==> src/rtl/sound_pkg.sv <==
// Shared definitions for the sound sequencer.
// Request codes, FSM state encoding and default tone timing.
package sound_pkg;

    localparam logic [1:0] CODE_GO   = 2'b11;
    localparam logic [1:0] CODE_PING = 2'b10;
    localparam logic [1:0] CODE_PONG = 2'b01;
    localparam logic [1:0] CODE_STOP = 2'b00;

    typedef enum logic [1:0] {
        ST_IDLE = 2'd0,
        ST_PLAY = 2'd1,
        ST_GAP  = 2'd2
    } state_t;

    localparam int unsigned DEF_TICK_DIV = 12000;

    localparam logic [15:0] DEF_HP_GO   = 16'd2048;
    localparam logic [15:0] DEF_HP_PING = 16'd4096;
    localparam logic [15:0] DEF_HP_PONG = 16'd8192;
    localparam logic [15:0] DEF_HP_STOP = 16'd16384;

    localparam logic [7:0] DEF_DUR_GO   = 8'd200;
    localparam logic [7:0] DEF_DUR_PING = 8'd60;
    localparam logic [7:0] DEF_DUR_PONG = 8'd60;
    localparam logic [7:0] DEF_DUR_STOP = 8'd400 % 256;
    localparam logic [7:0] DEF_GAP_MS   = 8'd20;

    // Request bit index equals its code, so the
    // highest set bit is directly the granted code.
    function automatic logic [1:0] prio_code(
        input logic [3:0] p
    );
        logic [1:0] c;
        c = CODE_STOP;
        priority case (1'b1)
            p[3]:    c = CODE_GO;
            p[2]:    c = CODE_PING;
            p[1]:    c = CODE_PONG;
            default: c = CODE_STOP;
        endcase
        return c;
    endfunction

endpackage

==> src/rtl/sound_if.sv <==
// Game-logic side bundle of the sound sequencer.
// Master = game FSM / collision logic, slave = sequencer.
interface sound_if;
    logic [3:0] req;
    logic       mute;
    logic       sound;
    logic       busy;
    logic [1:0] cur_code;
    logic       done;

    modport master (
        output req, mute,
        input  sound, busy, cur_code, done
    );

    modport slave (
        input  req, mute,
        output sound, busy, cur_code, done
    );
endinterface

==> src/rtl/sound_sequencer_tone_divider.sv <==
// Half-period counter producing the tone square wave.
// Exposes the next tone value so the pin register aligns with it.
module tone_divider (
    input  logic        clk,
    input  logic        rst_n,
    input  logic        i_load,
    input  logic        i_clr,
    input  logic        i_en,
    input  logic [15:0] i_hp,
    output logic        o_tone_nxt
);

    logic [15:0] r_hp;
    logic [15:0] r_cnt;
    logic        r_tone;
    logic [15:0] w_hp_d;
    logic [15:0] w_cnt_d;
    logic        w_tone_d;

    // Next-state: load beats clear beats counting.
    always_comb begin
        w_hp_d   = r_hp;
        w_cnt_d  = r_cnt;
        w_tone_d = r_tone;
        if (i_load) begin
            w_hp_d   = i_hp;
            w_cnt_d  = 16'd0;
            w_tone_d = 1'b0;
        end else if (i_clr) begin
            w_cnt_d  = 16'd0;
            w_tone_d = 1'b0;
        end else if (i_en) begin
            if (r_cnt == r_hp - 16'd1) begin
                w_cnt_d  = 16'd0;
                w_tone_d = ~r_tone;
            end else begin
                w_cnt_d  = r_cnt + 16'd1;
            end
        end
    end

    // Counter, half-period and tone registers.
    always_ff @(posedge clk or negedge rst_n) begin
        if (!rst_n) begin
            r_hp   <= 16'd1;
            r_cnt  <= 16'd0;
            r_tone <= 1'b0;
        end else begin
            r_hp   <= w_hp_d;
            r_cnt  <= w_cnt_d;
            r_tone <= w_tone_d;
        end
    end

    assign o_tone_nxt = w_tone_d;

endmodule

==> src/rtl/sound_sequencer.sv <==
// Sound request arbiter and burst sequencer.
// Latches requests, plays one burst at a time, then a silent gap.
module sound_sequencer
    import sound_pkg::*;
#(
    parameter int unsigned TICK_DIV = DEF_TICK_DIV,
    parameter logic [15:0] HP_GO    = DEF_HP_GO,
    parameter logic [15:0] HP_PING  = DEF_HP_PING,
    parameter logic [15:0] HP_PONG  = DEF_HP_PONG,
    parameter logic [15:0] HP_STOP  = DEF_HP_STOP,
    parameter logic [7:0]  DUR_GO   = DEF_DUR_GO,
    parameter logic [7:0]  DUR_PING = DEF_DUR_PING,
    parameter logic [7:0]  DUR_PONG = DEF_DUR_PONG,
    parameter logic [7:0]  DUR_STOP = DEF_DUR_STOP,
    parameter logic [7:0]  GAP_MS   = DEF_GAP_MS
) (
    input  logic     clk,
    input  logic     rst_n,
    sound_if.slave   bus
);

    localparam int PW =
        (TICK_DIV > 1) ? $clog2(TICK_DIV) : 1;
    localparam logic [PW-1:0] TICK_MAX =
        PW'(TICK_DIV - 1);

    state_t        r_state;
    state_t        w_state_d;
    logic [3:0]    r_pending;
    logic [3:0]    w_pending_d;
    logic [3:0]    w_gmask;
    logic [1:0]    r_code;
    logic [1:0]    w_code_d;
    logic [1:0]    w_gcode;
    logic [7:0]    r_dur;
    logic [7:0]    w_dur_d;
    logic [7:0]    w_dur_sel;
    logic [15:0]   w_hp_sel;
    logic [PW-1:0] r_presc;
    logic [PW-1:0] w_presc_d;
    logic          r_done;
    logic          w_done_d;
    logic          r_sound;
    logic          w_grant;
    logic          w_tone_clr;
    logic          w_tick;
    logic          w_last;
    logic          w_tone_nxt;

    assign w_gcode = prio_code(r_pending);
    assign w_tick  = (r_presc == TICK_MAX);
    // Final tick of a phase: a count of 0 or 1
    // both end after the current tick period.
    assign w_last  = w_tick && (r_dur <= 8'd1);

    // Tone timing of the code about to be granted.
    always_comb begin
        w_hp_sel  = HP_STOP;
        w_dur_sel = DUR_STOP;
        unique case (w_gcode)
            CODE_GO: begin
                w_hp_sel  = HP_GO;
                w_dur_sel = DUR_GO;
            end
            CODE_PING: begin
                w_hp_sel  = HP_PING;
                w_dur_sel = DUR_PING;
            end
            CODE_PONG: begin
                w_hp_sel  = HP_PONG;
                w_dur_sel = DUR_PONG;
            end
            default: begin
                w_hp_sel  = HP_STOP;
                w_dur_sel = DUR_STOP;
            end
        endcase
    end

    // FSM next-state, arbitration and tick countdown.
    always_comb begin
        w_state_d  = r_state;
        w_code_d   = r_code;
        w_dur_d    = r_dur;
        w_presc_d  = r_presc;
        w_done_d   = 1'b0;
        w_grant    = 1'b0;
        w_tone_clr = 1'b0;
        w_gmask    = 4'b0000;
        unique case (r_state)
            ST_IDLE: begin
                if (|r_pending) begin
                    w_grant   = 1'b1;
                    w_gmask   = 4'b0001 << w_gcode;
                    w_code_d  = w_gcode;
                    w_dur_d   = w_dur_sel;
                    w_presc_d = '0;
                    w_state_d = ST_PLAY;
                end
            end
            ST_PLAY: begin
                w_presc_d = w_tick ? '0 : r_presc + 1'b1;
                if (w_last) begin
                    w_state_d  = ST_GAP;
                    w_dur_d    = GAP_MS;
                    w_tone_clr = 1'b1;
                end else if (w_tick) begin
                    w_dur_d = r_dur - 8'd1;
                end
            end
            ST_GAP: begin
                w_presc_d = w_tick ? '0 : r_presc + 1'b1;
                if (w_last) begin
                    w_state_d = ST_IDLE;
                    w_done_d  = 1'b1;
                end else if (w_tick) begin
                    w_dur_d = r_dur - 8'd1;
                end
            end
            default: begin
                w_state_d = ST_IDLE;
            end
        endcase
        // A new request in the grant cycle keeps its bit set.
        w_pending_d = (r_pending & ~w_gmask) | bus.req;
    end

    // State and control registers.
    always_ff @(posedge clk or negedge rst_n) begin
        if (!rst_n) begin
            r_state   <= ST_IDLE;
            r_pending <= 4'b0000;
            r_code    <= CODE_STOP;
            r_dur     <= 8'd0;
            r_presc   <= '0;
            r_done    <= 1'b0;
            r_sound   <= 1'b0;
        end else begin
            r_state   <= w_state_d;
            r_pending <= w_pending_d;
            r_code    <= w_code_d;
            r_dur     <= w_dur_d;
            r_presc   <= w_presc_d;
            r_done    <= w_done_d;
            r_sound   <= w_tone_nxt & ~bus.mute;
        end
    end

    tone_divider u_tone (
        .clk        (clk),
        .rst_n      (rst_n),
        .i_load     (w_grant),
        .i_clr      (w_tone_clr),
        .i_en       (r_state == ST_PLAY),
        .i_hp       (w_hp_sel),
        .o_tone_nxt (w_tone_nxt)
    );

    assign bus.sound    = r_sound;
    assign bus.busy     = (r_state != ST_IDLE);
    assign bus.cur_code = r_code;
    assign bus.done     = r_done;

endmodule

==> src/flat_wrapper.sv <==
// flat-port wrapper written by rule: the top's interface ports become plain ports
module sound_sequencer_flat import sound_pkg::*;
#(
    parameter int unsigned TICK_DIV = DEF_TICK_DIV,
    parameter logic [15:0] HP_GO    = DEF_HP_GO,
    parameter logic [15:0] HP_PING  = DEF_HP_PING,
    parameter logic [15:0] HP_PONG  = DEF_HP_PONG,
    parameter logic [15:0] HP_STOP  = DEF_HP_STOP,
    parameter logic [7:0]  DUR_GO   = DEF_DUR_GO,
    parameter logic [7:0]  DUR_PING = DEF_DUR_PING,
    parameter logic [7:0]  DUR_PONG = DEF_DUR_PONG,
    parameter logic [7:0]  DUR_STOP = DEF_DUR_STOP,
    parameter logic [7:0]  GAP_MS   = DEF_GAP_MS
)
  (clk, rst_n, bus_req, bus_mute, bus_sound, bus_busy, bus_cur_code, bus_done);
  sound_if bus_i ();
  input  logic clk;
  input  logic rst_n;
  input wire logic [$bits(bus_i.req)-1:0] bus_req;
  input wire logic [$bits(bus_i.mute)-1:0] bus_mute;
  output wire logic [$bits(bus_i.sound)-1:0] bus_sound;
  output wire logic [$bits(bus_i.busy)-1:0] bus_busy;
  output wire logic [$bits(bus_i.cur_code)-1:0] bus_cur_code;
  output wire logic [$bits(bus_i.done)-1:0] bus_done;
  assign bus_i.req = bus_req;
  assign bus_i.mute = bus_mute;
  assign bus_sound = bus_i.sound;
  assign bus_busy = bus_i.busy;
  assign bus_cur_code = bus_i.cur_code;
  assign bus_done = bus_i.done;
  sound_sequencer #(.TICK_DIV(TICK_DIV), .HP_GO(HP_GO), .HP_PING(HP_PING), .HP_PONG(HP_PONG), .HP_STOP(HP_STOP), .DUR_GO(DUR_GO), .DUR_PING(DUR_PING), .DUR_PONG(DUR_PONG), .DUR_STOP(DUR_STOP), .GAP_MS(GAP_MS)) u_core (.clk(clk), .rst_n(rst_n), .bus(bus_i));
endmodule
==> config.mk <==
export PLATFORM = sky130hd
export DESIGN_NAME = sound_sequencer_flat
export DESIGN_NICKNAME = d
export VERILOG_FILES = /design/src/rtl/sound_pkg.sv /design/src/rtl/sound_if.sv /design/src/rtl/sound_sequencer_tone_divider.sv /design/src/rtl/sound_sequencer.sv /design/src/flat_wrapper.sv
export SDC_FILE = /design/constraint.sdc
export NUM_CORES = 1
export LEC_CHECK = 0
export BUFFER_PORTS_ARGS = -buffer_cell sky130_fd_sc_hd__buf_2
export CORE_MARGIN = 1.5
export CORE_UTILIZATION = 50
export DETAILED_ROUTE_END_ITERATION = 8
export GPL_TIMING_DRIVEN = 1
export PLACE_DENSITY = 0.67
export SETUP_SLACK_MARGIN = 0.05
export SYNTH_ARGS = -nofsm -noshare
export SYNTH_HDL_FRONTEND = slang
export SYNTH_SLANG_ARGS = --single-unit
==> constraint.sdc <==
create_clock -name clk -period 6.4 [get_ports clk]
set_clock_uncertainty 0.05 [all_clocks]
set_input_delay 1.28 -clock clk [delete_from_list [all_inputs] [get_ports clk]]
set_output_delay 1.28 -clock clk [all_outputs]
set_load 0.01 [all_outputs]
After elaboration in Yosys (flattened, before gate mapping)
Cells that the tools add are included.

Register bits: 65. Latch bits: 0. Bits in writable memories: 0. ROM bits: 0. Input bits: 7. Output and inout port bits: 5. Logic and storage cells: 78. Memories kept: 0.

Add/sub/neg operators: 4. Multiply operators: 0. Divide/modulo/power cells: 0. Order comparisons: 1. Eq/ne operators: 11. Shifts and indexed selects: 1. Muxes and demuxes: 32. Bitwise gates (word level): 6. Reduce and logical (&&, ||, !) cells: 13.

Operators by type and width (number): $mux W16 (4); $pmux W15 S3 (1); $mux W8 (4); $mux W14 (2); $pmux W14 S2 (1); $pmux W8 S3 (1); $add A16 B1 Y16 const B (1); $eq A16 B16 Y1 (1); $pmux W8 S2 (1); $sub A16 B1 Y16 const B (1); $add A14 B1 Y14 const B (1); $eq A14 B14 Y1 const B (1); $mux W1 (10); $mux W2 (5); $le A8 B1 Y1 const B (1); $mux W4 (2); $sub A8 B1 Y8 const B (1); $eq A2 B2 Y1 const B (3); $ne A2 B1 Y1 const B (3); $pmux W2 S3 (1); $reduce_and A3 Y1 (2); $reduce_bool A3 Y1 (2); $and A4 B4 Y4 (1); $eq A2 B1 Y1 const B (2); 12 further kinds (16).

Depth between registers and ports, before layout
Depth after elaboration: 9. Mapped depth: 9. Mapped depth without buffers: 8.

By module
A second synthesis with hierarchy kept.

Cells, all modules: 474. Area, all modules: 4257.8 um^2.

By module, submodules not included: tone_divider (times used 1, cells each 246, area each 2203.4 um^2, seq. area each 827.0 um^2); sound_sequencer (times used 1, cells each 228, area each 2054.5 um^2, seq. area each 800.8 um^2).

Worst setup path before layout
Ideal clock, no wire load.

Kind: reg2reg. Start: register u_core.u_tone.r_hp[0]. End: register u_core.r_sound (netlist: u_core.bus.sound). Library setup time: 0.073 ns. Arrival time: 1.956 ns. Required time: 6.277 ns. Slack: 4.321 ns. Stages on the path, launching flop included: 9. Path buffers: 0. Period minus slack after synthesis: 2.079 ns. Cell sequence: dfstp_2 -> inv_1 -> ha_1 -> xnor2_1 -> a21oi_1 -> and4b_4 -> and3_4 -> mux2_4 -> a21oi_2.

Longest elaborated chain between the ends: 7.

Ends and longest elaborated chain: start: declaration (RTL line sound_sequencer_tone_divider.sv:13) `logic [15:0] r_hp;`; start signal: assignment (RTL line sound_sequencer_tone_divider.sv:49) `r_hp <= w_hp_d;`; $sub A16 B1 Y16 (RTL line sound_sequencer_tone_divider.sv:33) `if (r_cnt == r_hp - 16'd1) begin`; $eq A16 B16 Y1 (RTL line sound_sequencer_tone_divider.sv:33); $mux W1 (RTL line sound_sequencer_tone_divider.sv:33); $mux W1 (RTL line sound_sequencer_tone_divider.sv:32) `end else if (i_en) begin`; $mux W1 (RTL line sound_sequencer_tone_divider.sv:29) `end else if (i_clr) begin`; $mux W1 (RTL line sound_sequencer_tone_divider.sv:25) `if (i_load) begin`; $and A1 B1 Y1 (RTL line sound_sequencer.sv:145) `r_sound <= w_tone_nxt & ~bus.mute;`; end signal: assignment (RTL line sound_sequencer.sv:145); end: declaration (RTL line sound_sequencer.sv:43) `logic r_sound;`.

No other way between the ends. A chain may end at the register's enable or synchronous reset.

Worst setup path in the final report
Start: register u_core.r_state[0]. End: output port bus_busy.

Longest elaborated chain between the ends: 1.

Ends and longest elaborated chain: start: declaration (RTL line sound_sequencer.sv:27) `state_t r_state;`; start signal: assignment (RTL line sound_sequencer.sv:139) `r_state <= w_state_d;`; $reduce_bool A2 Y1 (RTL line sound_sequencer.sv:160) `assign bus.busy = (r_state != ST_IDLE);`; end: declaration (RTL line flat_wrapper.sv:22) `output wire logic [$bits(bus_i.busy)-1:0] bus_busy;`.

No other way between the ends.

==> impl_metrics.ini <==
[run_status]
status = finished, final reports clean

[finish]
final_cell_area_um2 = 3520
drive_gt1_frac = 0.117
final-instance-count-excl-fill = 443
nNetsFinal = 387
n_antenna_cell = 0
area_delta_synth_final_pct = 8.41

[die]
die_w_um = 83.5
die_h_um = 83.5
num_rows = 29
core_um2 = 6310
io_pins = 12
start_util = 0.514
fp.dieArea_um2 = 6980

[sta]
min_period_ns = 2.85
worst_slew_pin_slew_ns = 1.16
rsz0062_at_grt = false
setup_ws_ns = 3.55
hold_viol = 0
fmax_mhz = 351
setup_viol = 0
tns_ns = 0
fin_crit_sh = 0.445
slew_viol_final = 0
timing.slew.headroom = 0.222

[clocking]
clockBufferDepth = 2
post-cts-setup-buffers = 0
hold_buffers = 0
clk_latency_ns = 0.31
cts_root_buf = clkbuf_8
cts.htree.levels = 2
clkSinkCount = 54
clk_pin_slew_ns = 0.10
numCtsBuffers = 5
cts_tree = yes
cts.repair.resized = 0

[yosys]
postSynthCellCount = 353
yosys.cell_count.top_type = dfrtp_1
syn_nets = 375
synth_ff_type = dfrtp_1
synth_cell_type_count = 62
syn_area_per_cell_um2 = 9.19
yosys-top-cells-count = dfrtp_1 (53), nand2_1 (40), nor2_1 (28)
yosysWarnings = 0
synth_top_area_share = 0.409
synth-seq-cells = 54
synth-edff-count = 0
seq_area_frac_synth = 0.417
synth_area_leader_cell = dfrtp_1
ys_top_cells_by_area = dfrtp_1 (41%), ha_1 (5.8%), nand2_1 (4.6%)
synthArstFlopShare = 1.00
netlist_area_um2 = 3240

[placement]
dp_worst_setup_slack_ns = 3.68
dp_hpwl_um = 4920
place_area_um2 = 3370
dp.cells = 435
routabilityCongestion = 0.842
place.port_buffers = 11

[power_and_ir_drop]
p_per_area_nw_per_um2 = 318
vdd_drop_max_uv = 171
p_leak_nw = 1.50

[worst_setup_path]
crit_path_max_fanout = 11
critPathArrivalTime_ns = 1.52
crit_type = flip-flop to output port
worstPathRequired_ns = 5.07
end_kind = output port
cp-start-kind = flip-flop

[run]
maxCapViolations = 0

[route]
antenna_left = 0
totalWireLength_um = 6920
wire_per_inst_um = 15.6
routed-via-count = 2699
drtIter0Drc = 152
dr.pass1.iters = 5
vias_per_cell = 6.09
drc_errors = 0

[global_route]
grt_max_degree = 55
grt-ovfl-total = 0
grt_pass1_vias = 2704
antenna_found_initial = 0
grt_pass1_wl_um = 12600
track_usage = 0.215

[worst_hold_path]
holdCritPathClass = flip-flop to flip-flop
[sequential cells by signal, summed over array words and instances (netlist names)]
name and count:
u_core.u_tone.r_cnt 16, u_core.r_presc 14, u_core.r_dur 8, u_core.u_tone.r_hp 5
u_core.r_pending 4, u_core.bus.cur_code 2, u_core.r_state 2, u_core.bus.done 1
u_core.bus.sound 1, u_core.u_tone.r_tone 1
[power by group]
part	internal (W)	switching (W)	leakage, nW
Combinational	0.000142	0.000260	0.717
Sequential	0.000390	0.0000446	0.710
Clock	0.000167	0.000114	0.0714
[metrics by stage]
step / hold WS (ns) / utilization / total power (W)
after floorplan: 0.399 / - / 0.000738
after global placement: 0.411 / 0.534 / 0.000840
after detailed placement: 0.416 / 0.534 / 0.000845
after CTS: 0.439 / 0.557 / 0.00113
after global routing: 0.473 / 0.557 / 0.00120
final: 0.428 / 0.557 / 0.00112
[critical path, stage by stage (launching register included)]
cell and delay, ns:
dfrtp_1 0.41, inv_1 0.11, ha_1 0.38, inv_1 0.14, buf_2 0.16
[placed cells by master (no fill, tap or decap), drive strengths merged, types with 4 or more instances in the layout]
cell type	n
o22ai	5
xnor2	7
nand3	21
inv	25
dfrtp	53
nor3	8
a21oi	17
and3	5
clkbuf	6
buf	12
nor2	28
nor4	13
o311ai	4
nand2	42
xor2	7
a21o	8
ha	15
o31ai	4
nand4	7
or3	4
a31oi	10
o21ai	22
or4	4
[cells by family after synthesis]
group,count (synthesis),synth area share
xor+xnor,14,0.0378
fa+ha+maj,15,0.0579
mux,2,0.00771
compound gates,85,0.176
flops,54,0.417
simple gates,151,0.266
buf+inv,32,0.0378
[layout make-up]
class,instances,area (um^2)
clock buffer,6,82.6
clock inverter,2,60.1
fill,592,2800
inverter,25,93.8
multi-input combinational,267,1770
sequential,54,1350
tap,77,96.3
timing repair buffer,12,62.6
[path summary, 6_finish.rpt]
check	startpoint	end	slack, ns	cells past startpoint
worst max-delay path	u_core.r_state[0]	bus_busy	3.55	4
worst min-delay path	u_core.bus.cur_code[0]	u_core.bus.cur_code[0]	0.43	2
worst max register to register	u_core.r_state[0]	u_core.u_tone.r_cnt[3]	3.68	8
worst min register to register	u_core.bus.cur_code[0]	u_core.bus.cur_code[0]	0.43	2
max in group asynchronous	rst_n	u_core.r_presc[10]	4.79	2
min in group asynchronous	rst_n	u_core.bus.sound	1.05	2
[per-layer routing]
| metal | share of wire | track usage |
|---|---|---|
| met5 | 0 | 0 |
| met4 | 0.012 | 0.0492 |
| met3 | 0.034 | 0.0317 |
| met2 | 0.49 | 0.366 |
| met1 | 0.47 | 0.292 |
Power figures use the tool's default switching activity.
